$ cat src/rtl/turbo_enc_ctrl.sv
`default_nettype none
// ============================================================================
// Module   : turbo_enc_ctrl
// Purpose  : Block sequencer for the turbo encoder (encode / overlap / tail).
// Revision : 1.0
// ============================================================================
module turbo_enc_ctrl #(
    parameter int LEN_W   = 14,
    parameter int TAIL    = 3,
    parameter int MIN_LEN = TAIL + 2,
    parameter int CNT_W   = 16
) (
    input  logic             clk,
    input  logic             reset,
    input  logic             data_valid,
    input  logic [LEN_W-1:0] blk_len,
    output logic             start_ready,
    output logic             enable,
    output logic             trellis_enable,
    output logic             switch,
    output logic             clr,
    output logic             trl_clr,
    output logic             mod_clr,
    output logic [2:0]       current_state,
    output logic [LEN_W-1:0] bit_cnt,
    output logic             blk_done,
    output logic [CNT_W-1:0] blk_count,
    output logic             len_err
);

    localparam logic [2:0] S_IDLE    = 3'd0;
    localparam logic [2:0] S_OVERLAP = 3'd1;
    localparam logic [2:0] S_TAIL    = 3'd2;
    localparam logic [2:0] S_ENCODE  = 3'd3;

    localparam logic [LEN_W-1:0] ONE       = LEN_W'(1);
    localparam logic [LEN_W-1:0] TAIL_LAST = LEN_W'(TAIL - 1);
    localparam logic [LEN_W-1:0] TAIL_CNT  = LEN_W'(TAIL);
    localparam logic [LEN_W-1:0] MIN_L     = LEN_W'(MIN_LEN);

    logic [2:0]       state_q, state_d;
    logic [LEN_W-1:0] cnt_q, cnt_d;
    logic [LEN_W-1:0] len_q, len_d;
    logic [CNT_W-1:0] count_q, count_d;
    logic             err_q, err_d;
    logic             enable_q, enable_d;
    logic             te_q, te_d;
    logic             switch_q, switch_d;
    logic             clr_q, clr_d;
    logic             trl_clr_q, trl_clr_d;
    logic             mod_clr_q, mod_clr_d;
    logic             done_q, done_d;

    logic w_last_bit;
    logic w_tail_last;
    logic w_accept;
    logic w_short;

    assign w_last_bit  = (cnt_q == (len_q - ONE));
    assign w_tail_last = (cnt_q == TAIL_LAST);
    assign start_ready = (state_q == S_IDLE) || ((state_q == S_ENCODE) && w_last_bit);
    assign w_accept    = data_valid && start_ready;
    assign w_short     = (blk_len < MIN_L);

    // State register plus all registered outputs
    always_ff @(posedge clk) begin
        if (reset) begin
            state_q   <= S_IDLE;
            cnt_q     <= '0;
            len_q     <= MIN_L;
            count_q   <= '0;
            err_q     <= 1'b0;
            enable_q  <= 1'b0;
            te_q      <= 1'b0;
            switch_q  <= 1'b0;
            clr_q     <= 1'b1;
            trl_clr_q <= 1'b1;
            mod_clr_q <= 1'b0;
            done_q    <= 1'b0;
        end else begin
            state_q   <= state_d;
            cnt_q     <= cnt_d;
            len_q     <= len_d;
            count_q   <= count_d;
            err_q     <= err_d;
            enable_q  <= enable_d;
            te_q      <= te_d;
            switch_q  <= switch_d;
            clr_q     <= clr_d;
            trl_clr_q <= trl_clr_d;
            mod_clr_q <= mod_clr_d;
            done_q    <= done_d;
        end
    end

    always_comb begin
        state_d = S_IDLE;
        cnt_d   = '0;
        case (state_q)
            S_IDLE: begin
                if (w_accept) begin
                    state_d = S_ENCODE;
                end
            end
            S_ENCODE: begin
                if (!w_last_bit) begin
                    state_d = S_ENCODE;
                    cnt_d   = cnt_q + ONE;
                end else if (w_accept) begin
                    state_d = S_OVERLAP;
                end else begin
                    state_d = S_TAIL;
                end
            end
            S_OVERLAP: begin
                // New block has been encoding since the overlap began
                if (w_tail_last) begin
                    state_d = S_ENCODE;
                    cnt_d   = TAIL_CNT;
                end else begin
                    state_d = S_OVERLAP;
                    cnt_d   = cnt_q + ONE;
                end
            end
            S_TAIL: begin
                if (!w_tail_last) begin
                    state_d = S_TAIL;
                    cnt_d   = cnt_q + ONE;
                end
            end
            default: begin
                state_d = S_IDLE;
                cnt_d   = '0;
            end
        endcase
    end

    always_comb begin
        len_d     = w_accept ? (w_short ? MIN_L : blk_len) : len_q;
        err_d     = err_q || (w_accept && w_short);
        enable_d  = (state_d == S_ENCODE) || (state_d == S_OVERLAP);
        switch_d  = (state_d == S_OVERLAP) || (state_d == S_TAIL);
        clr_d     = (state_d == S_IDLE) || (state_d == S_TAIL);
        mod_clr_d = (state_q == S_ENCODE) && (state_d == S_OVERLAP);
        done_d    = ((state_q == S_OVERLAP) && (state_d == S_ENCODE)) ||
                    ((state_q == S_TAIL) && (state_d == S_IDLE));
        trl_clr_d = (state_d == S_IDLE) || ((state_q == S_OVERLAP) && (state_d == S_ENCODE));
        te_d      = (state_d == S_ENCODE) && (cnt_d == (len_d - ONE));
        count_d   = count_q + CNT_W'(done_d);
    end

    assign enable         = enable_q;
    assign trellis_enable = te_q;
    assign switch         = switch_q;
    assign clr            = clr_q;
    assign trl_clr        = trl_clr_q;
    assign mod_clr        = mod_clr_q;
    assign current_state  = state_q;
    assign bit_cnt        = cnt_q;
    assign blk_done       = done_q;
    assign blk_count      = count_q;
    assign len_err        = err_q;

endmodule
`default_nettype wire

$ cat config.mk
export PLATFORM = sky130hd
export DESIGN_NAME = turbo_enc_ctrl
export DESIGN_NICKNAME = d
export VERILOG_FILES = /design/src/rtl/turbo_enc_ctrl.sv
export SDC_FILE = /design/constraint.sdc
export NUM_CORES = 1
export LEC_CHECK = 0
export CORE_MARGIN = 2
export CORE_UTILIZATION = 45
export CTS_CLUSTER_SIZE = 8
export DETAILED_ROUTE_END_ITERATION = 10
export GPL_TIMING_DRIVEN = 0
export PLACE_DENSITY = 0.69
export SLEW_MARGIN = 30
export SYNTH_ARGS = -nofsm -noshare
export SYNTH_HDL_FRONTEND = slang
export SYNTH_SLANG_ARGS = --single-unit
export TNS_END_PERCENT = 1
$ cat constraint.sdc
create_clock -name clk -period 5.6 [get_ports clk]
set_clock_uncertainty 0.2 [all_clocks]
set_input_delay 1.12 -clock clk [delete_from_list [all_inputs] [get_ports clk]]
set_output_delay 1.12 -clock clk [all_outputs]
set_load 0.01 [all_outputs]
Word-level counts from Yosys, hierarchy flattened. Cells that the tools add are included. Widths: inputs -> output; s select.

Register bits: 55. Input port bits: 17.

Add/sub/neg operators: 4. Order comparisons: 1. Equal/unequal tests: 9. Muxes and demuxes: 12. Reduce and logical (&&, ||, !) cells: 16.

Operators with widths (count): $mux 14 (5); $pmux 14 s3 (1); $eq 14x14->1 (2); $sub 14x1->14 const B (2); $add 16x1->16 (1); $add 14x1->14 const B (1); $eq 14x2->1 const B (1); $lt 14x3->1 const B (1); $eq 3x2->1 const B (4); $pmux 3 s4 (1); $mux 2 (5); $logic_and 1x1->1 (7); $logic_or 1x1->1 (7); $eq 3x1->1 const B (2); $logic_not 3->1 (2).

Longest topological paths before layout.
Depth in word-level cells: 12. Depth in mapped cells: 20.

Worst setup path after synthesis. Ideal clock, no wire load.

Path kind: register to register. From: reg len_q[3]. To: reg te_q, in the netlist trellis_enable. Setup time: 0.087 ns. Arrival time: 4.166 ns. Data required time: 5.313 ns. Slack: 1.147 ns. Cell stages (with the launch flop): 19. Buffers on the path: 5. Clock period less this slack: 4.453 ns. Cell sequence: dfxtp_1 -> buf_2 -> or4_4 -> buf_6 -> nor4_1 -> o211ai_1 -> a22oi_1 -> a31oi_2 -> buf_6 -> buf_6 -> buf_2 -> nor3b_1 -> a21oi_1 -> ha_1 -> or3_1 -> a211oi_1 -> o21a_1 -> o211ai_1 -> nor4b_2.

Cells in the longest elaborated chain, start to end: 10. Elaborated cells between the ends (all ways): 16.

Ends and longest elaborated chain: start: declaration (RTL line 43) `logic [LEN_W-1:0] len_q, len_d;`; start signal: assignment (RTL line 83) `len_q <= len_d;`; parallel branches: the longest is 9 deep, another holds $sub 14x1->14; $logic_and 1x1->1 * (RTL line 148) `te_d = (state_d == S_ENCODE) && (cnt_d == (len_d - ONE));`; end signal: assignment (RTL line 87) `te_q <= te_d;`; end: declaration (RTL line 47) `logic te_q, te_d;`.

Every way passes the cells marked *. A chain may end at the register's enable or synchronous reset.

Final worst setup path. Ends and elaborated chain as after synthesis.

==> flow_results.xml <==
<?xml version="1.0" encoding="UTF-8"?>
<metrics>
  <group name="outcome">
    <metric name="outcome" unit="">finished, final reports clean</metric>
  </group>
  <group name="power">
    <metric name="combPwrFrac" unit="">0.356</metric>
    <metric name="power.share.sequential" unit="">0.411</metric>
    <metric name="total_leakage_power" unit="uW">0.00166</metric>
    <metric name="share_clk_of_total_power" unit="">0.233</metric>
    <metric name="total_switching_power" unit="uW">371</metric>
    <metric name="p_sw_frac" unit="">0.362</metric>
    <metric name="power.density" unit="nW/um2">232</metric>
    <metric name="p_int" unit="uW">655</metric>
    <metric name="ir_worst_vdd" unit="mV">0.156</metric>
  </group>
  <group name="layout">
    <metric name="layout-drive-gt1-share" unit="">0.0723</metric>
    <metric name="area_occupied_by_registers" unit="um2">1060</metric>
    <metric name="layout.filler_cells" unit="">754</metric>
    <metric name="diodes" unit="">0</metric>
    <metric name="nNetsFinal" unit="">542</metric>
    <metric name="stdcell_area" unit="um2">4420</metric>
    <metric name="area_occupied_by_multi_input_gates" unit="um2">2370</metric>
    <metric name="area_growth_syn_to_layout" unit="%">21.8</metric>
  </group>
  <group name="placed_design">
    <metric name="io_buffers" unit="">56</metric>
    <metric name="detailed_placement_hpwl" unit="um">7480</metric>
    <metric name="routabilityCongestion" unit="">0.868</metric>
    <metric name="postPlaceCellArea" unit="um2">4320</metric>
  </group>
  <group name="detailed_routing">
    <metric name="routed-via-count" unit="">3454</metric>
    <metric name="drt-total-wl" unit="um">9930</metric>
    <metric name="wl_per_cell" unit="um">16.2</metric>
    <metric name="drt.antenna.violating_nets" unit="">0</metric>
    <metric name="detailedRoute.firstIterationViolations" unit="">209</metric>
    <metric name="viasPerCell" unit="">5.63</metric>
    <metric name="drt-pass1-iter-count" unit="">5</metric>
    <metric name="drt_drc_violations_left" unit="">0</metric>
  </group>
  <group name="timing">
    <metric name="final_min_period_over_clock_period" unit="">0.940</metric>
    <metric name="final-max-slew-violation-count" unit="">0</metric>
    <metric name="max-slew-margin-rel" unit="">0.590</metric>
    <metric name="tightestPinTransition" unit="ps">615</metric>
    <metric name="setup_viol" unit="">0</metric>
    <metric name="setup_repair_after_global_routing_missed_its_margin" unit="">no</metric>
    <metric name="finalWorstPathRequiredPeriod" unit="ps">5260</metric>
    <metric name="final_hold_viol_count" unit="">0</metric>
    <metric name="fmaxAchievable" unit="GHz">0.190</metric>
    <metric name="timing.setup.tns" unit="ps">0</metric>
  </group>
  <group name="floorplan">
    <metric name="fp-row-count" unit="">32</metric>
    <metric name="io-pin-count" unit="">59</metric>
    <metric name="die_width" unit="um">93.8</metric>
    <metric name="die_y" unit="um">93.8</metric>
    <metric name="die_area" unit="um2">8800</metric>
    <metric name="area_of_the_core_region" unit="um2">7770</metric>
    <metric name="initial_utilization" unit="">0.467</metric>
  </group>
  <group name="clock_tree">
    <metric name="cts_tree" unit="">yes</metric>
    <metric name="clock-root-buffer" unit="">sky130_fd_sc_hd__clkbuf_8</metric>
    <metric name="h-tree-depth" unit="">2</metric>
    <metric name="clkTransAtPathRegs" unit="ps">110</metric>
    <metric name="insertion_delay" unit="ps">320</metric>
    <metric name="numClockSinks" unit="">53</metric>
    <metric name="cts-hold-fix-buffers" unit="">0</metric>
    <metric name="cts.path.max_buffers" unit="">2</metric>
    <metric name="clock_buffers_created_by_tritoncts" unit="">5</metric>
  </group>
  <group name="synth">
    <metric name="synth-seq-cells" unit="">53</metric>
    <metric name="synth_cells" unit="">448</metric>
    <metric name="seq_area_frac_synth" unit="">0.292</metric>
    <metric name="synth_top_family_by_area" unit="">simple AND/OR/NAND/NOR gates</metric>
    <metric name="synthArstFlopShare" unit="">0</metric>
    <metric name="yosysUniqueCellTypes" unit="">62</metric>
    <metric name="synth_area_leaders" unit="">sky130_fd_sc_hd__dfxtp_1, sky130_fd_sc_hd__xnor2_1, sky130_fd_sc_hd__nor2_1</metric>
    <metric name="synth_mux_area_frac" unit="">0.0538</metric>
    <metric name="synth_top_area_cell" unit="">sky130_fd_sc_hd__dfxtp_1</metric>
    <metric name="yosys-top-cells-count" unit="">sky130_fd_sc_hd__nor2_1, sky130_fd_sc_hd__dfxtp_1, sky130_fd_sc_hd__xnor2_1, sky130_fd_sc_hd__xor2_1, sky130_fd_sc_hd__nand2_1</metric>
    <metric name="yosysWarningCount" unit="">0</metric>
    <metric name="syn_nets" unit="">479</metric>
    <metric name="post_synth_xor_area_fraction" unit="">0.145</metric>
    <metric name="netlist_area_before_placement" unit="um2">3630</metric>
    <metric name="simple_gate_fraction_of_synth_area" unit="">0.289</metric>
    <metric name="yosysMostFrequentCell" unit="">sky130_fd_sc_hd__nor2_1</metric>
    <metric name="synth_compound_area_frac" unit="">0.114</metric>
    <metric name="synth_top_cell_area_share" unit="">0.292</metric>
    <metric name="synth_edf_count" unit="">0</metric>
    <metric name="synth_top_flop_cell" unit="">sky130_fd_sc_hd__dfxtp_1</metric>
    <metric name="post_synth_fa_ha_maj_area_fraction" unit="">0.0482</metric>
    <metric name="synth_area_per_cell" unit="um2">8.10</metric>
  </group>
  <group name="critical_path">
    <metric name="critPathLaunchType" unit="">register</metric>
    <metric name="crit_path_max_fanout" unit="">10</metric>
    <metric name="regToRegStartpoint" unit="">len_q[3]$_SDFF_PP0_</metric>
    <metric name="type_of_the_worst_setup_path" unit="">register to register</metric>
    <metric name="timing.critical_path.arrival" unit="ps">5290</metric>
    <metric name="rrSetupSlack" unit="ps">340</metric>
    <metric name="worst_ep_required_time" unit="ps">5620</metric>
    <metric name="timing.critical_path.from" unit="">len_q[3]$_SDFF_PP0_</metric>
    <metric name="end_kind" unit="">register</metric>
  </group>
  <group name="worst_hold_path">
    <metric name="hp-start" unit="">len_err$_SDFF_PP0_</metric>
    <metric name="hold_path_class" unit="">register to register</metric>
  </group>
  <group name="global_route">
    <metric name="grt_overflow_total" unit="">0</metric>
    <metric name="grt.total_usage" unit="">0.231</metric>
    <metric name="grt_first_pass_wirelength" unit="um">16300</metric>
    <metric name="number_of_antenna_violations_at_the_first_check_in_global_routing" unit="">0</metric>
    <metric name="via_count_of_the_first_global_routing_pass" unit="">3338</metric>
    <metric name="grt_max_degree" unit="">20</metric>
  </group>
  <group name="job">
    <metric name="maxCapViolations" unit="">0</metric>
  </group>
</metrics>
## path summary, 6_finish.rpt
check                                            endpoint  depth (start not counted)
worst min register to register         len_err$_SDFF_PP0_                          2
worst max register to register  trellis_enable$_SDFF_PP0_                         19
worst min-delay path                   len_err$_SDFF_PP0_                          2
worst max-delay path            trellis_enable$_SDFF_PP0_                         19
## placed cells by master, fill, tap and decap left out, types with 3 or more instances in the layout
cell,synthesis,final
sky130_fd_sc_hd__nor2_1,70,70
sky130_fd_sc_hd__buf_2,4,4
sky130_fd_sc_hd__o22ai_1,3,3
sky130_fd_sc_hd__nand3_1,20,20
sky130_fd_sc_hd__xor2_1,28,28
sky130_fd_sc_hd__nand4_1,7,7
sky130_fd_sc_hd__nor4_1,9,8
sky130_fd_sc_hd__o31ai_1,3,3
sky130_fd_sc_hd__xnor2_1,32,32
sky130_fd_sc_hd__nor3b_1,3,3
sky130_fd_sc_hd__or2_2,5,5
sky130_fd_sc_hd__nor2b_1,6,6
sky130_fd_sc_hd__o21ai_0,6,6
sky130_fd_sc_hd__a211oi_1,4,4
sky130_fd_sc_hd__nand2b_1,4,4
sky130_fd_sc_hd__mux2i_1,15,15
sky130_fd_sc_hd__nor3_1,18,18
sky130_fd_sc_hd__or3_1,7,7
sky130_fd_sc_hd__a21oi_1,10,10
sky130_fd_sc_hd__and3_1,10,10
sky130_fd_sc_hd__clkdlybuf4s50_1,0,56
sky130_fd_sc_hd__nand2_1,23,23
sky130_fd_sc_hd__and2_1,3,3
sky130_fd_sc_hd__clkbuf_1,16,16
sky130_fd_sc_hd__a31oi_1,3,3
sky130_fd_sc_hd__buf_6,4,4
sky130_fd_sc_hd__inv_1,17,17
sky130_fd_sc_hd__nor4b_1,5,5
sky130_fd_sc_hd__or4_1,3,3
sky130_fd_sc_hd__o211ai_1,6,6
sky130_fd_sc_hd__ha_1,14,14
sky130_fd_sc_hd__dfxtp_1,53,53
sky130_fd_sc_hd__clkbuf_8,0,5
## area by class of cell
cell class / instances / share of cell area
plain buffers: 26 / 0.0317
repair buffers: 56 / 0.127
clock inverters: 3 / 0.00650
inverters: 17 / 0.0144
multi-input cells: 352 / 0.536
well taps: 102 / 0.0288
clock buffers: 5 / 0.0156
flip-flops and latches: 53 / 0.240
## worst max-delay path: stages (launching register included)
cell,delay [ps]
sky130_fd_sc_hd__dfxtp_1,310
sky130_fd_sc_hd__buf_2,170
sky130_fd_sc_hd__or4_4,530
sky130_fd_sc_hd__buf_6,150
sky130_fd_sc_hd__nor4_2,360
sky130_fd_sc_hd__or3_1,190
sky130_fd_sc_hd__a22oi_1,140
sky130_fd_sc_hd__a31oi_2,360
sky130_fd_sc_hd__buf_6,220
sky130_fd_sc_hd__buf_6,190
sky130_fd_sc_hd__buf_2,280
sky130_fd_sc_hd__nor3b_1,110
sky130_fd_sc_hd__a21oi_1,180
sky130_fd_sc_hd__ha_1,340
sky130_fd_sc_hd__nand2_1,80
sky130_fd_sc_hd__mux2i_1,360
sky130_fd_sc_hd__nand2_1,150
sky130_fd_sc_hd__a2111oi_2,380
sky130_fd_sc_hd__o211ai_1,190
sky130_fd_sc_hd__nor4b_2,280
## power by group through the flow
stage	registers, uW	logic, uW	clock network, uW
floorplan	429	250	0
global placement	429	353	0
detailed placement	429	357	0
CTS	421	361	250
global route	424	401	262
finish	421	366	239
## cells by family after synthesis
kind of cell,count (synthesis)
AND/OR/NAND/NOR,201
XOR/XNOR,60
AO/OA/AOI/OAI,58
flip-flops,53
buffers and inverters,43
multiplexers,18
adder cells (fa/ha/maj),14
other,1
## flip-flops by register name (all words and copies together) (netlist names)
signal / count
mod_clr: 1
trellis_enable: 1
trl_clr: 1
len_err: 1
switch: 1
blk_count: 16
current_state: 2
blk_done: 1
bit_cnt: 14
len_q: 14
clr: 1
## through the flow
| step | cells | setup WS, ps | total power [uW] | hold slack, ps | util |
|---|---|---|---|---|---|
| 2_1_floorplan | 448 | 1150 | 679 | 303 | - |
| 3_3_place_gp | 606 | 398 | 782 | 261 | 0.556 |
| 3_5_place_dp | 606 | 342 | 787 | 267 | 0.556 |
| 4_1_cts | 614 | 285 | 1030 | 299 | 0.569 |
| 5_1_grt | 614 | 44.8 | 1090 | 319 | 0.570 |
| 6_report | 614 | 337 | 1030 | 294 | 0.570 |
## repair_timing
action,4_1_cts,5_1_grt
setup buffers,0,0
endpoints found under the setup margin,0,1
gates resized for setup,0,2
## routing by layer
metal	part of all wire	global-route usage	routed length (um)
met5	0	0	0
met4	0.015	0.0507	144
met3	0.051	0.0353	511
met2	0.48	0.395	4770
met1	0.45	0.305	4500
No activity file was read; power rests on OpenSTA's default activity.
